## config.mk

```make
export PLATFORM = sky130hd
export DESIGN_NAME = imem_loader
export DESIGN_NICKNAME = d
export VERILOG_FILES = /design/src/rtl/imem_loader.sv
export SDC_FILE = /design/constraint.sdc
export NUM_CORES = 1
export LEC_CHECK = 0
export CORE_UTILIZATION = 35
export DETAILED_ROUTE_END_ITERATION = 8
export SYNTH_ARGS = -nofsm -noshare
export SYNTH_HDL_FRONTEND = slang
export SYNTH_SLANG_ARGS = --single-unit
export TNS_END_PERCENT = 20
```

## constraint.sdc

```tcl
create_clock -name i_clock -period 9.55 [get_ports i_clock]
set_input_delay 2.3875 -clock i_clock [delete_from_list [all_inputs] [get_ports i_clock]]
set_output_delay 2.3875 -clock i_clock [all_outputs]
set_load 0.02 [all_outputs]
```

## src/rtl/imem_loader.sv

```systemverilog
// Instruction-memory loader: packs a big-endian byte stream into 32-bit words,
// writes them to consecutive IM word addresses and verifies an XOR trailer.
module imem_loader #(
  parameter int MEM_DEPTH = 2048,
  parameter int CNT_W     = 12
) (
  input  logic             i_clock,
  input  logic             i_reset_n,
  input  logic             i_start,
  input  logic [31:0]      i_base_addr,
  input  logic [CNT_W-1:0] i_word_count,
  input  logic [7:0]       i_byte_in,
  input  logic             i_byte_valid,
  output logic             o_byte_ready,
  output logic             o_im_we,
  output logic [31:0]      o_im_addr,
  output logic [31:0]      o_im_wdata,
  output logic             o_busy,
  output logic             o_cpu_hold,
  output logic             o_done,
  output logic [1:0]       o_err
);

  typedef enum logic [1:0] {S_IDLE, S_LOAD, S_CHECK, S_FIN} state_t;

  state_t           r_state;
  state_t           w_next;
  logic [1:0]       r_bcnt;
  logic [23:0]      r_shift;
  logic [31:0]      r_addr;
  logic [31:0]      r_csum;
  logic [CNT_W-1:0] r_left;
  logic             r_im_we;
  logic [31:0]      r_im_addr;
  logic [31:0]      r_im_wdata;
  logic [1:0]       r_err;

  logic             w_go;
  logic             w_accept;
  logic             w_word_end;
  logic [31:0]      w_word;
  logic [32:0]      w_range_end;
  logic             w_range_err;

  // 33-bit sum so a huge base_addr cannot wrap past the bound
  assign w_range_end = {1'b0, i_base_addr} + 33'(i_word_count);
  assign w_range_err = w_range_end > 33'(MEM_DEPTH);
  assign w_go        = (r_state == S_IDLE) && i_start;
  assign w_accept    = o_byte_ready && i_byte_valid;
  assign w_word_end  = w_accept && (r_bcnt == 2'd3);
  assign w_word      = {r_shift, i_byte_in};

  always_ff @(posedge i_clock or negedge i_reset_n) begin
    if (!i_reset_n) begin
      r_state <= S_IDLE;
    end else begin
      r_state <= w_next;
    end
  end

  always_comb begin
    w_next = r_state;
    unique case (r_state)
      S_IDLE: begin
        if (i_start) begin
          if (w_range_err)              w_next = S_FIN;
          else if (i_word_count == '0)  w_next = S_CHECK;
          else                          w_next = S_LOAD;
        end
      end
      S_LOAD:  if (w_word_end && (r_left == CNT_W'(1))) w_next = S_CHECK;
      S_CHECK: if (w_word_end) w_next = S_FIN;
      S_FIN:   w_next = S_IDLE;
      default: w_next = S_IDLE;
    endcase
  end

  always_comb begin
    o_busy       = (r_state != S_IDLE);
    o_cpu_hold   = o_busy;
    o_byte_ready = (r_state == S_LOAD) || (r_state == S_CHECK);
    o_done       = (r_state == S_FIN);
    o_im_we      = r_im_we;
    o_im_addr    = r_im_addr;
    o_im_wdata   = r_im_wdata;
    o_err        = r_err;
  end

  always_ff @(posedge i_clock or negedge i_reset_n) begin
    if (!i_reset_n) begin
      r_bcnt     <= 2'd0;
      r_im_we    <= 1'b0;
      r_im_addr  <= 32'd0;
      r_im_wdata <= 32'd0;
      r_err      <= 2'b00;
    end else begin
      r_im_we <= w_word_end && (r_state == S_LOAD);
      if (w_go) begin
        r_bcnt <= 2'd0;
        r_err  <= {w_range_err, 1'b0};
      end else begin
        if (w_accept) r_bcnt <= r_bcnt + 2'd1;
        if (w_word_end && (r_state == S_CHECK) && (w_word != r_csum)) r_err[0] <= 1'b1;
      end
      if (w_word_end && (r_state == S_LOAD)) begin
        r_im_addr  <= r_addr;
        r_im_wdata <= w_word;
      end
    end
  end

  // Datapath registers are always initialised by an accepted start before use
  always_ff @(posedge i_clock) begin
    if (w_go) begin
      r_addr <= i_base_addr;
      r_left <= i_word_count;
      r_csum <= 32'd0;
    end else if (w_accept) begin
      r_shift <= {r_shift[15:0], i_byte_in};
      if (w_word_end && (r_state == S_LOAD)) begin
        r_addr <= r_addr + 32'd1;
        r_left <= r_left - CNT_W'(1);
        r_csum <= r_csum ^ w_word;
      end
    end
  end

endmodule
```

Yosys cells after proc, flatten, opt, wreduce, memory -nomap -nowiden:

Index checks and enable logic that the tools add are counted.

* bits of input ports: 56
* word-level logic and storage cells: 61
* output and inout bits: 71
* register bits after elaboration: 171

* mux-type cells: 16
* equal/unequal tests: 9
* reductions and logical operators: 18
* bitwise logic cells: 2
* add/subtract/negate cells: 4
* magnitude comparators: 1

Operator list (count)
* two-way mux 32 bit: 3
* two-way mux 12 bit: 3
* adder 32 x 12 -> 33 bit: 1
* > comparator 33 x 12 -> 1 bit (second input constant): 1
* adder 32 x 1 -> 32 bit (second input constant): 1
* != test 32 bit: 1
* XOR 32 bit: 1
* two-way mux 2 bit: 7
* equality test 12 x 1 -> 1 bit (second input constant): 1
* zero test 12 bit: 1
* subtractor 12 x 1 -> 12 bit (second input constant): 1
* case mux 2 bit (4 select lines): 1
* nonzero test 2 bit: 4
* logical AND 1 bit: 7
* equality test 2 bit (second input constant): 3
* != test 2 bit (second input constant): 3
* AND reduction 2 bit: 3
* AND reduction 3 bit: 1
* adder 2 x 1 -> 2 bit (second input constant): 1
* equality test 2 x 1 -> 1 bit (second input constant): 1
* zero test 2 bit: 1
* two-way mux 1 bit: 2
* logical OR 1 bit: 1
* NOT 1 bit: 1

Logic depth before layout (Yosys ltp):

Gate-level depths: netlist (run 1).

* depth in word-level cells: 8
* depth in mapped cells: 11
* mapped depth without buffers: 11

Worst setup path after synthesis (run 1):

No wires, ideal clock.

* kind: in2reg
* start point: in i_base_addr[0]
* end point: reg r_state[0]
* arrival: 4.779 ns
* slack: 4.638 ns
* stages on the path: 11
* path through: ha_1 fa_1 a21oi_1 o22ai_2 nor3_1 o21ai_0 or4_1 o31a_1 a211oi_2 a41o_1 o21ai_1

* longest elaborated chain between the ends: 5

RTL lines
* start: declaration: RTL line 10 `input logic [31:0] i_base_addr,`
* adder 32 x 12 -> 33 bit: RTL line 46 `assign w_range_end = {1'b0, i_base_addr} + 33'(i_word_count);`
* > comparator 33 x 12 -> 1 bit: RTL line 47 `assign w_range_err = w_range_end > 33'(MEM_DEPTH);`
* two-way mux 2 bit: RTL line 66 `if (w_range_err) w_next = S_FIN;`
* two-way mux 2 bit: RTL line 65 `if (i_start) begin`
* case mux 2 bit (4 select lines): RTL line 63 `unique case (r_state)`
* end signal: assignment: RTL line 57 `r_state <= w_next;`
* end: declaration: RTL line 26 `state_t r_state;`

No other way between the ends. The select of a mux whose other input is x is not followed.
A chain may end at the register's enable or synchronous reset.

Final worst setup path (run 1):

* start point: in i_word_count[0]
* end point: reg r_state[1]

* longest elaborated chain between the ends: 5

RTL lines
* start: declaration: RTL line 11 `input logic [CNT_W-1:0] i_word_count,`
* adder 32 x 12 -> 33 bit or zero test 12 bit (tied branches): RTL line 46, 67
* > comparator 33 x 12 -> 1 bit or two-way mux 2 bit (tied branches): RTL line 47, 67
* two-way mux 2 bit *: RTL line 66
* two-way mux 2 bit *: RTL line 65
* case mux 2 bit (4 select lines) *: RTL line 63

Every way passes the cells marked *; elsewhere a longest branch is shown, timed or not. The select of a mux whose other input is x is not followed.

==> results of run 1 <==
## worst min-delay path: stages (launching register included)
cell and delay [ns]:
dfrtp_1 0.34, nand2_1 0.05, nand2_1 0.05
## layout make-up
class	instances	area, µm²
fill	2344	13000
sequential	171	4460
multi-input combinational	672	3880
timing repair buffer	130	1290
clock buffer	17	425
tap	319	399
clock inverter	15	176
inverter	20	75.1
## flip-flops by register name, summed over array words and instances (netlist names)
name        flops
r_left         12
o_im_addr      32
r_csum         32
o_im_we         1
r_bcnt          2
r_addr         32
o_im_wdata     32
r_state         2
r_shift        24
o_err           2
## stage by stage
step / total power (µW) / cell area, µm² / setup slack, ns / std cells
global route: 2680 / 10700 / 3.86 / 1344
floorplan: 1540 / 8540 / 4.64 / 896
finish: 2530 / 10700 / 4.15 / 1344
global placement: 1840 / 10100 / 3.84 / 1312
detailed placement: 1850 / 10100 / 3.76 / 1312
CTS: 2560 / 10700 / 4.22 / 1344
## synth_stat cells, types with 2 or more instances
cell type,count
a21oi_2,3
dfxtp_1,32
a41o_1,3
nand2_1,254
xnor2_1,63
o31a_1,2
nor2_1,65
o211ai_1,7
o21ai_1,12
a2111oi_1,2
o21ai_0,33
and4_1,4
a21oi_1,19
a211oi_1,3
nand4_1,22
nand3_1,27
o31ai_1,2
nor3b_1,2
mux2i_1,4
dfrtp_1,71
buf_1,2
a211o_1,2
a21o_1,3
edfxtp_1,68
a211oi_2,2
o21a_1,3
o221ai_1,3
and3_1,6
inv_1,19
or2_2,2
a31oi_1,6
nor3_1,9
nor4_1,13
nor2b_1,2
xor2_1,52
clkbuf_1,29
and2_1,3
ha_1,20
or4_1,2
## routing by layer
metal	GRT usage, %	up-vias	wire length, µm
met2	28.6	154	9670
li1	-	3308	-
met1	26.6	3097	11100
met5	0	-	0
met3	3.59	31	978
met4	7.19	0	477
## path summary, 6_finish.rpt
| path | endpoint | cells after the start |
|---|---|---|
| max | r_state[1] | 12 |
| max reg2reg | r_addr[31] | 9 |
| min in group asynchronous | o_im_we | 1 |
| max in group asynchronous | o_im_addr[1] | 1 |
| min reg2reg | o_im_addr[16] | 2 |
| min | o_im_addr[16] | 2 |
## cell families after synthesis
logic type	synth area share [%]
and+or+nand+nor	21.0
DFF	52.2
AOI/OAI and AO/OA	8.83
xor gates and xnor gates	11.8
buffers and inverters	2.45
adders and majority gates	3.16
muxes	0.600
## power breakdown
part	switching, µW	leakage, µW	internal [µW]
Clock	347	0.000289	353
Sequential	127	0.00185	978
Combinational	417	0.00213	305
==> impl_metrics.json, run 1 <==
{
  "critPathKind": "primary input to register",
  "syn_to_final_growth_pct": 25.3,
  "critPathRequiredTime_ns": 9.85,
  "cpMaxStageDelayCell": "clkdlybuf4s50_1",
  "crit_start": "i_word_count[0]",
  "viasPerCell": 4.90,
  "h-tree-depth": 4,
  "routabilityCongestion": 0.844,
  "synth_nets": 973,
  "yosysSeqAreaShare_pct": 52.2,
  "worst_hold_slack_ns": 0.473,
  "grt-ovfl-total": 0,
  "syn_inst": 896,
  "cp_top_family": "compound AO/OA/AOI/OAI gates",
  "rrSetupSlack_ns": 6.52,
  "synth-edff-count": 68,
  "synthArstFlopShare_pct": 41.5,
  "rsz0062_at_grt": "false",
  "grt.total_usage_pct": 18.9,
  "hpwl_mm": 15.6,
  "worstSetupStartpointType": "primary input",
  "yosysWarnings": 0,
  "drive_above_1_share_pct": 5.37,
  "ys_ff_latch": 171,
  "path_buf_inv": 1,
  "finalCriticalPeriod_ns": 5.40,
  "post_cts_resized": 0,
  "syn_area_per_cell_um2": 9.53,
  "hold_buffers": 0,
  "report.final.slew_viol_count": 0,
  "synth_top_area_share_pct": 23.9,
  "path_max_fanout": 7,
  "drc": 0,
  "ys_top_cells_by_area": "edfxtp_1 24%, dfrtp_1 21%, nand2_1 11%",
  "cts_tree": "built",
  "die_area_mm2": 0.0250,
  "ant_nets": 0,
  "portBuffers": 126,
  "pin_count": 127,
  "status": "complete, no violations",
  "die_w_um": 158,
  "total_leakage_power_uw": 0.00427,
  "cp.arrival_ns": 5.70,
  "critPathMaxStageDelay_ns": 0.47,
  "powerDensity_mw_per_mm2": 236,
  "worst_pin_slew_ns": 1.13,
  "antenna_cells": 0,
  "synthDistinctLibCells": 59,
  "clock-root-buffer": "clkbuf_16",
  "finalCritPeriodShare_pct": 56.5,
  "start_util_pct": 36.1,
  "peakVddDrop_mv": 0.113,
  "finalSetupViolations": 0,
  "fmax_ghz": 0.185,
  "synth-main-ff-cell": "dfrtp_1",
  "grt_pass1_wl_mm": 36.0,
  "post_cts_buffers": 0,
  "setup_tns_ns": 0,
  "first_iter_violations": 392,
  "layout_commonest_cell": "nand2_1",
  "insertion_delay_ns": 0.43,
  "hold_viol": 0,
  "clock-sinks": 171,
  "synth_area_leader_cell": "edfxtp_1",
  "num_vias": 6590,
  "cp-end-kind": "register",
  "cp_cell_sequence": "clkdlybuf4s50_1, ha_1, fa_1, a21oi_1, o22ai_2, o211ai_1, nand2_1, a311oi_1, o221ai_1, nor4_2, a41o_1, o21ai_1",
  "fin_skew_ns": 0.0102,
  "hold_path.startpoint": "o_im_addr[16]",
  "cts_buffers": 17,
  "die-height_um": 158,
  "worstReg2RegStart": "r_addr[2]",
  "slew_headroom_pct": 24.6,
  "synth.cell_area_mm2": 0.00854,
  "routedWlPerCell_um": 16.5,
  "antenna_found_initial": 0,
  "hp-class": "register to register",
  "core_mm2": 0.0237,
  "wl_mm": 22.2,
  "final_nets": 1089,
  "final_cell_mix": "253 x nand2_1, 125 x clkdlybuf4s50_1, 71 x dfrtp_1, 68 x edfxtp_1, 64 x nor2_1",
  "post-route-util_pct": 45.2,
  "drt_first_pass_iters": 5,
  "cts_max_path_buffers": 2,
  "grt_max_degree": 108,
  "grt_pass1_vias": 6656,
  "path_clk_slew_ns": 0.07,
  "rows": 56,
  "cap_violations": 0
}
(Power assumes the default switching activity.)
==> run 2, diff against run 1 <==
Clock period 9.55 ns to 5.4 ns, I/O delays scaled along.
==> run 2 against run 1 <==
Register-to-register slack got worse by 4.1 ns. Design area is 0.44% higher. Final cell count barely moved. Critical endpoint is now r_state[0]. Highest routed layer unchanged.
==> impl_metrics.json, run 2 (synthesis results as in run 1) <==
{
  "status": "complete, no violations",
  "first_iter_violations": 428,
  "viasPerCell": 4.92,
  "worstReg2RegStart": "r_addr[2]",
  "h-tree-depth": 4,
  "cp_top_family": "compound AO/OA/AOI/OAI gates",
  "clock-root-buffer": "clkbuf_16",
  "grt.total_usage_pct": 18.2,
  "drive_above_1_share_pct": 5.46,
  "antenna_cells": 0,
  "hold_path.startpoint": "o_im_wdata[30]",
  "portBuffers": 126,
  "finalPower_uw": 4520,
  "crit_start": "i_word_count[0]",
  "cts_max_path_buffers": 2,
  "wl_mm": 21.8,
  "final_nets": 1090,
  "rsz0062_at_grt": "false",
  "core_mm2": 0.0237,
  "grt-ovfl-total": 0,
  "rrSetupSlack_ns": 2.41,
  "grt_pass1_vias": 6315,
  "ant_nets": 0,
  "fmax_ghz": 0.230,
  "critPathKind": "primary input to register",
  "syn_to_final_growth_pct": 25.9,
  "finalCriticalPeriod_ns": 4.34,
  "hold_viol": 0,
  "cpMaxStageDelayCell": "clkdlybuf4s50_1",
  "drt_first_pass_iters": 5,
  "finalSetupViolations": 0,
  "hold_end": "o_im_wdata[30]",
  "setup_ws_ns": 1.06,
  "layout_commonest_cell": "nand2_1",
  "path_clk_slew_ns": 0.07,
  "cts_buffers": 17,
  "fin_skew_ns": 0.0155,
  "grt_pass1_wl_mm": 34.9,
  "die_area_mm2": 0.0250,
  "final_cell_mix": "253 x nand2_1, 125 x clkdlybuf4s50_1, 71 x dfrtp_1, 68 x edfxtp_1, 64 x nor2_1",
  "fillCellCount": 2367,
  "pin_count": 127,
  "grt_max_degree": 108,
  "cp-end-kind": "register",
  "post_cts_buffers": 0,
  "r2r_end": "r_addr[31]",
  "post_cts_resized": 0,
  "antenna_found_initial": 0,
  "start_util_pct": 36.1,
  "insertion_delay_ns": 0.43,
  "total_leakage_power_uw": 0.00429,
  "peakVddDrop_mv": 0.248,
  "critPathRequiredTime_ns": 5.69,
  "reg2reg_depth": 9,
  "worst_pin_slew_ns": 1.13,
  "routabilityCongestion": 0.866,
  "routedWlPerCell_um": 16.2,
  "die_w_um": 158,
  "critPathMaxStageDelay_ns": 0.47,
  "clock-sinks": 171,
  "dp_slack_ns": 0.654,
  "path_max_fanout": 7,
  "hp-class": "register to register",
  "slew_headroom_pct": 24.7,
  "die-height_um": 158,
  "cts_tree": "built",
  "rows": 56,
  "hold_buffers": 0,
  "powerDensity_mw_per_mm2": 420,
  "hpwl_mm": 15.6,
  "report.final.slew_viol_count": 0,
  "worst_hold_slack_ns": 0.475,
  "layout.cells.non_filler": 1345,
  "worstSetupStartpointType": "primary input",
  "final-seq-area_mm2": 0.00446,
  "finalCritPeriodShare_pct": 80.4,
  "path_buf_inv": 1,
  "cp_cell_sequence": "clkdlybuf4s50_1, ha_1, fa_1, a21oi_1, o22ai_2, o211ai_1, nand2_1, a311oi_1, o221ai_1, nor4_2, a41o_1, o21ai_1",
  "cap_violations": 0,
  "setup_tns_ns": 0,
  "cp.arrival_ns": 4.64,
  "whs_path_depth": 2,
  "drc": 0,
  "num_vias": 6620,
  "place_inst": 1313,
  "multi_input_area_mm2": 0.00388
}
## run 2: cell types whose count changed in the layout (fill, tap and decap cells not counted)
| cell | delta |
|---|---|
| clkinv_2 | -1 |
| inv_6 | -1 |
| inv_12 | +3 |
| clkinvlp_4 | -1 |
| buf_12 | +1 |
## run 2: report_power, final
part,total [µW],switching (µW),internal (µW)
sequential,1950,225,1730
combinational,1280,737,546
clock,1280,635,643
total,4520,1600,2920
## run 2: how the worst max path moves through the flow
stage | end | slack [ns] | cells past startpoint
after global placement | r_state[1] | 0.72 | 11
after CTS | r_state[0] | 1.10 | 12
after floorplan | r_state[0] | 1.53 | 11
final | r_state[0] | 1.06 | 12
after detailed placement | r_state[0] | 0.65 | 12
after global routing | r_state[0] | 0.84 | 12
## run 2: area by class of cell
cell class / count / share of cell area (%)
timing repair buffer: 131 / 12.2
clock buffer: 17 / 3.96
tap: 319 / 3.71
multi-input combinational: 672 / 36.1
inverter: 20 / 0.698
clock inverter: 15 / 1.90
sequential: 171 / 41.5
## run 2: routing by layer
| layer | track usage, % | wire length [µm] |
|---|---|---|
| met1 | 26.2 | 11000 |
| met2 | 28.0 | 9790 |
| met3 | 3.70 | 913 |
| met4 | 4.21 | 140 |
| met5 | 0 | 0 |
## run 2: metrics by stage
stage               util (%)  cell area, µm²
floorplan                  -            8540
CTS                     45.4           10800
finish                  45.4           10800
global placement        42.8           10100
global route            45.4           10800
detailed placement      42.8           10100
## run 2: worst min-delay path, cell delays in order (launching register included)
cell	delay (ns)
dfrtp_1	0.34
nand2_1	0.05
nand2_1	0.05
==> run 3, diff against run 2 <==
Clock period 5.4 ns to 3.86 ns, I/O delays scaled along.
==> run 3 against run 2 <==
Register-to-register slack worse by 1.5 ns. First-iteration DRC count is 11% lower. Die area stayed put. Largest power group unchanged. Critical endpoint unchanged.
==> impl_metrics.json, run 3 (synthesis results as in run 1) <==
{
  "ant_nets": 0,
  "worst_hold_slack_ns": 0.474,
  "fmax_ghz": 0.271,
  "routedWlPerCell_um": 16.1,
  "viasPerCell": 4.87,
  "internal_power_uw": 4260,
  "portBuffers": 126,
  "drive_above_1_share_pct": 12.1,
  "wl_mm": 22.8,
  "grt_pass1_vias": 6738,
  "hpwl_mm": 16.5,
  "grt_max_degree": 83,
  "final-seq-area_mm2": 0.00446,
  "die_area_mm2": 0.0250,
  "critPathMaxStageDelay_ns": 0.44,
  "total_leakage_power_uw": 0.00466,
  "cts_tree": "built",
  "path_max_fanout": 4,
  "reg2reg_depth": 10,
  "hp-class": "register to register",
  "drc": 0,
  "peakVddDrop_mv": 0.374,
  "cts_buffers": 17,
  "die-height_um": 158,
  "finalPower_uw": 6520,
  "place_inst": 1383,
  "worstSetupStartpointType": "primary input",
  "worst_pin_slew_ns": 0.976,
  "start_util_pct": 36.1,
  "post-route-util_pct": 48.0,
  "core_mm2": 0.0237,
  "routabilityCongestion": 0.862,
  "syn_to_final_growth_pct": 33.0,
  "cp_top_family": "compound AO/OA/AOI/OAI gates",
  "num_vias": 6898,
  "first_iter_violations": 381,
  "hold_end": "o_im_addr[19]",
  "finalSetupViolations": 0,
  "cap_violations": 0,
  "finalCritPeriodShare_pct": 95.5,
  "swShare_pct": 34.6,
  "die_w_um": 158,
  "grt.total_usage_pct": 19.2,
  "h-tree-depth": 4,
  "fillCellCount": 2270,
  "clock-sinks": 171,
  "status": "complete, no violations",
  "final_cell_mix": "252 x nand2_1, 125 x clkdlybuf4s50_1, 77 x buf_4, 71 x dfrtp_1, 68 x edfxtp_1",
  "pwr-share-clk_pct": 29.2,
  "multi_input_area_mm2": 0.00391,
  "grt-ovfl-total": 0,
  "cp-end-kind": "register",
  "hold_viol": 0,
  "p_switching_uw": 2250,
  "slew_headroom_pct": 35.0,
  "rrSetupSlack_ns": 0.93,
  "fin_skew_ns": 0.0152,
  "report.final.slew_viol_count": 0,
  "rows": 56,
  "hold_path.startpoint": "o_im_addr[19]",
  "final_nets": 1162,
  "antenna_found_initial": 0,
  "layout.cells.non_filler": 1417,
  "path_clk_slew_ns": 0.07,
  "crit_start": "i_base_addr[4]",
  "cpMaxStageDelayCell": "clkdlybuf4s50_1",
  "hold_buffers": 0,
  "path_buf_inv": 4,
  "rsz0062_at_grt": "false",
  "cp.arrival_ns": 3.99,
  "finalCriticalPeriod_ns": 3.69,
  "layout_commonest_cell": "nand2_1",
  "grt_pass1_wl_mm": 36.5,
  "antenna_cells": 0,
  "seqPwrFrac_pct": 42.0,
  "critPathRequiredTime_ns": 4.16,
  "whs_path_depth": 2,
  "clock-root-buffer": "clkbuf_16",
  "cts_max_path_buffers": 2,
  "setup_tns_ns": 0,
  "powerDensity_mw_per_mm2": 574,
  "insertion_delay_ns": 0.44,
  "drt_first_pass_iters": 5,
  "pin_count": 127,
  "worstReg2RegStart": "r_addr[0]",
  "p_comb_share_pct": 28.8,
  "r2r_end": "r_addr[30]",
  "critPathKind": "primary input to register",
  "cp_cell_sequence": "clkdlybuf4s50_1, ha_1, o211ai_1, o211ai_1, o211ai_1, buf_4, a2111oi_2, buf_4, xnor2_1, nand2_1, nor4_2, buf_4, a41o_1, o21ai_1"
}
[run 3: power groups by stage]
stage | combinational (µW) | sequential, µW | clock (µW)
floorplan | 941 | 2870 | 0
global placement | 1860 | 2760 | 0
detailed placement | 1890 | 2770 | 0
CTS | 1900 | 2730 | 1940
global route | 2080 | 2790 | 2020
finish | 1880 | 2730 | 1900
[run 3: tightest hold or removal path: cells and delay by family, from the launching register on]
kind,cells,cell delay [ns]
AND/OR/NAND/NOR,2,0.10
flip-flops,1,0.34
[run 3: how the worst max path moves through the flow]
stage,endpoint,cells past startpoint
6_report,r_state[0],14
5_1_grt,r_state[0],14
4_1_cts,r_state[0],13
3_5_place_dp,r_state[0],13
3_3_place_gp,r_state[0],11
2_1_floorplan,r_state[0],11
[run 3: through the flow]
step	area [µm²]	setup slack (ns)
6_report	11400	0.173
5_1_grt	11400	0.0292
4_1_cts	11300	0.0656
3_5_place_dp	10700	-0.354
3_3_place_gp	10700	-0.284
2_1_floorplan	8540	0.371
[run 3: final cells by class]
class / count / share of cell area, %
flip-flops and latches: 171 / 39.3
multi-input cells: 672 / 34.4
repair buffers: 203 / 16.3
clock buffers: 17 / 3.74
well taps: 319 / 3.51
clock inverters: 15 / 2.10
inverters: 20 / 0.661
[run 3: routing by layer]
layer  track usage [%]  routed length, µm  vias to the layer above
met5                 0                  0                        -
met4              5.68                346                        0
met3              3.37                940                       27
met2              30.0              10300                      156
met1              26.9              11200                     3256
li1                  -                  -                     3459
[run 3: repair_timing]
item	CTS	global route
buffers inserted	0	2
endpoints found under the setup margin	0	3
resized for setup	0	6
==> RTL edit, RTL diff (settings of run 2) <==
Put a register stage on the output `o_err`, without a reset. The value now appears one clock later. The other outputs are not delayed to match.
--- a/src/rtl/imem_loader.sv
+++ b/src/rtl/imem_loader.sv
@@ -22,6 +22,8 @@
 );
 
   typedef enum logic [1:0] {S_IDLE, S_LOAD, S_CHECK, S_FIN} state_t;
+
+  logic [1:0] o_err_d;
 
   state_t           r_state;
   state_t           w_next;
@@ -83,7 +85,7 @@
     o_im_we      = r_im_we;
     o_im_addr    = r_im_addr;
     o_im_wdata   = r_im_wdata;
-    o_err        = r_err;
+    o_err_d      = r_err;
   end
 
   always_ff @(posedge i_clock or negedge i_reset_n) begin
@@ -125,4 +127,8 @@
     end
   end
 
+  always_ff @(posedge i_clock) begin
+    o_err <= o_err_d;
+  end
+
 endmodule
Function: changed (Yosys sat finds a counterexample within 4 cycles, from zero or initial values and one cycle with i_reset_n low).
==> RTL edit against run 2 <==
The run now ends with DRC left. Worst setup slack got worse by 42 ps. Wire length fell by 0.79%. Largest power group unchanged. First-iteration DRC count fell by 21%. Sequential cell count rose by 2. Critical endpoint is now r_state[1]. Critical path type unchanged. Area after synthesis rose by 0.89%. Count of clock-buffer cells in the layout did not move. Largest cell class unchanged. Cell area rose by 1.0%. Power rose by 13%. Clock skew fell by 1.3 ps.
==> RTL edit: results <==
{
  "power.leakage_nw": 4.38,
  "dr_wl_met2_um": 9770,
  "use_met3_pct": 3.39,
  "routed_wl_um": 21700,
  "critPathMaxFanout": 5,
  "layout.nets": 1098,
  "swShare_pct": 36.5,
  "synthTopCellsByArea": "edfxtp_1 (24%), dfrtp_1 (21%), nand2_1 (11%)",
  "wl_met1_um": 10700,
  "final.setup_skew_ps": 14.2,
  "dpl_cell_area_mm2": 0.0102,
  "violations": "DRC",
  "intPower_w": 0.00325,
  "vias": 6721,
  "ir_drop_v": 0.000237,
  "seq_power_share_pct": 41.5,
  "syn_nets": 980,
  "synth-async-reset-ratio_pct": 41.0,
  "syn_area_per_cell_um2": 9.55,
  "synthTopCellsByCount": "nand2_1 (253), dfrtp_1 (71), edfxtp_1 (68)",
  "grtUsageTotal_pct": 17.6,
  "drt_iter0_markers": 339,
  "slowest_delay_ps": 510,
  "ys_seq_area_share_pct": 52.2,
  "grt_max_degree": 75,
  "drive_gt1_share_pct": 5.80,
  "hpwl_um": 15100,
  "use_met2_pct": 27.2,
  "critPathArrivalTime_ps": 4690,
  "pwr-share-clk_pct": 26.5,
  "drc": 1,
  "outcome": "finished, violations left",
  "grt_pass1_vias": 6558,
  "route.met3.wl_um": 975,
  "gr-usage-met1_pct": 25.2
}
RTL edit: kinds of logic after synthesis:
family,share of synthesized area [%]
AND/OR/NAND/NOR,22.4
buffers and inverters,2.19
multiplexers,1.02
AO/OA/AOI/OAI,7.45
adder cells (fa/ha/maj),3.14
flip-flops,52.2
XOR/XNOR,11.6
RTL edit: area by class of cell:
class	instances	area, um2
clock buffers	17	425
clock inverters	15	234
fillers	2329	13400
inverters	15	56.3
multi-input cells	682	3940
flip-flops and latches	173	4500
well taps	324	405
repair buffers	132	1300
RTL edit: final timing paths:
check | startpoint | endpoint | slack [ps] | cells after the start
min reg2reg | o_err_d[0] | o_err[0] | 380 | 0
min | o_err_d[0] | o_err[0] | 380 | 0
min in group asynchronous | i_reset_n | o_im_wdata[28] | 1080 | 1
max in group asynchronous | i_reset_n | o_im_wdata[30] | 3720 | 1
max | i_word_count[0] | r_state[1] | 1020 | 11
max reg2reg | r_state[0] | r_csum[1] | 2600 | 9
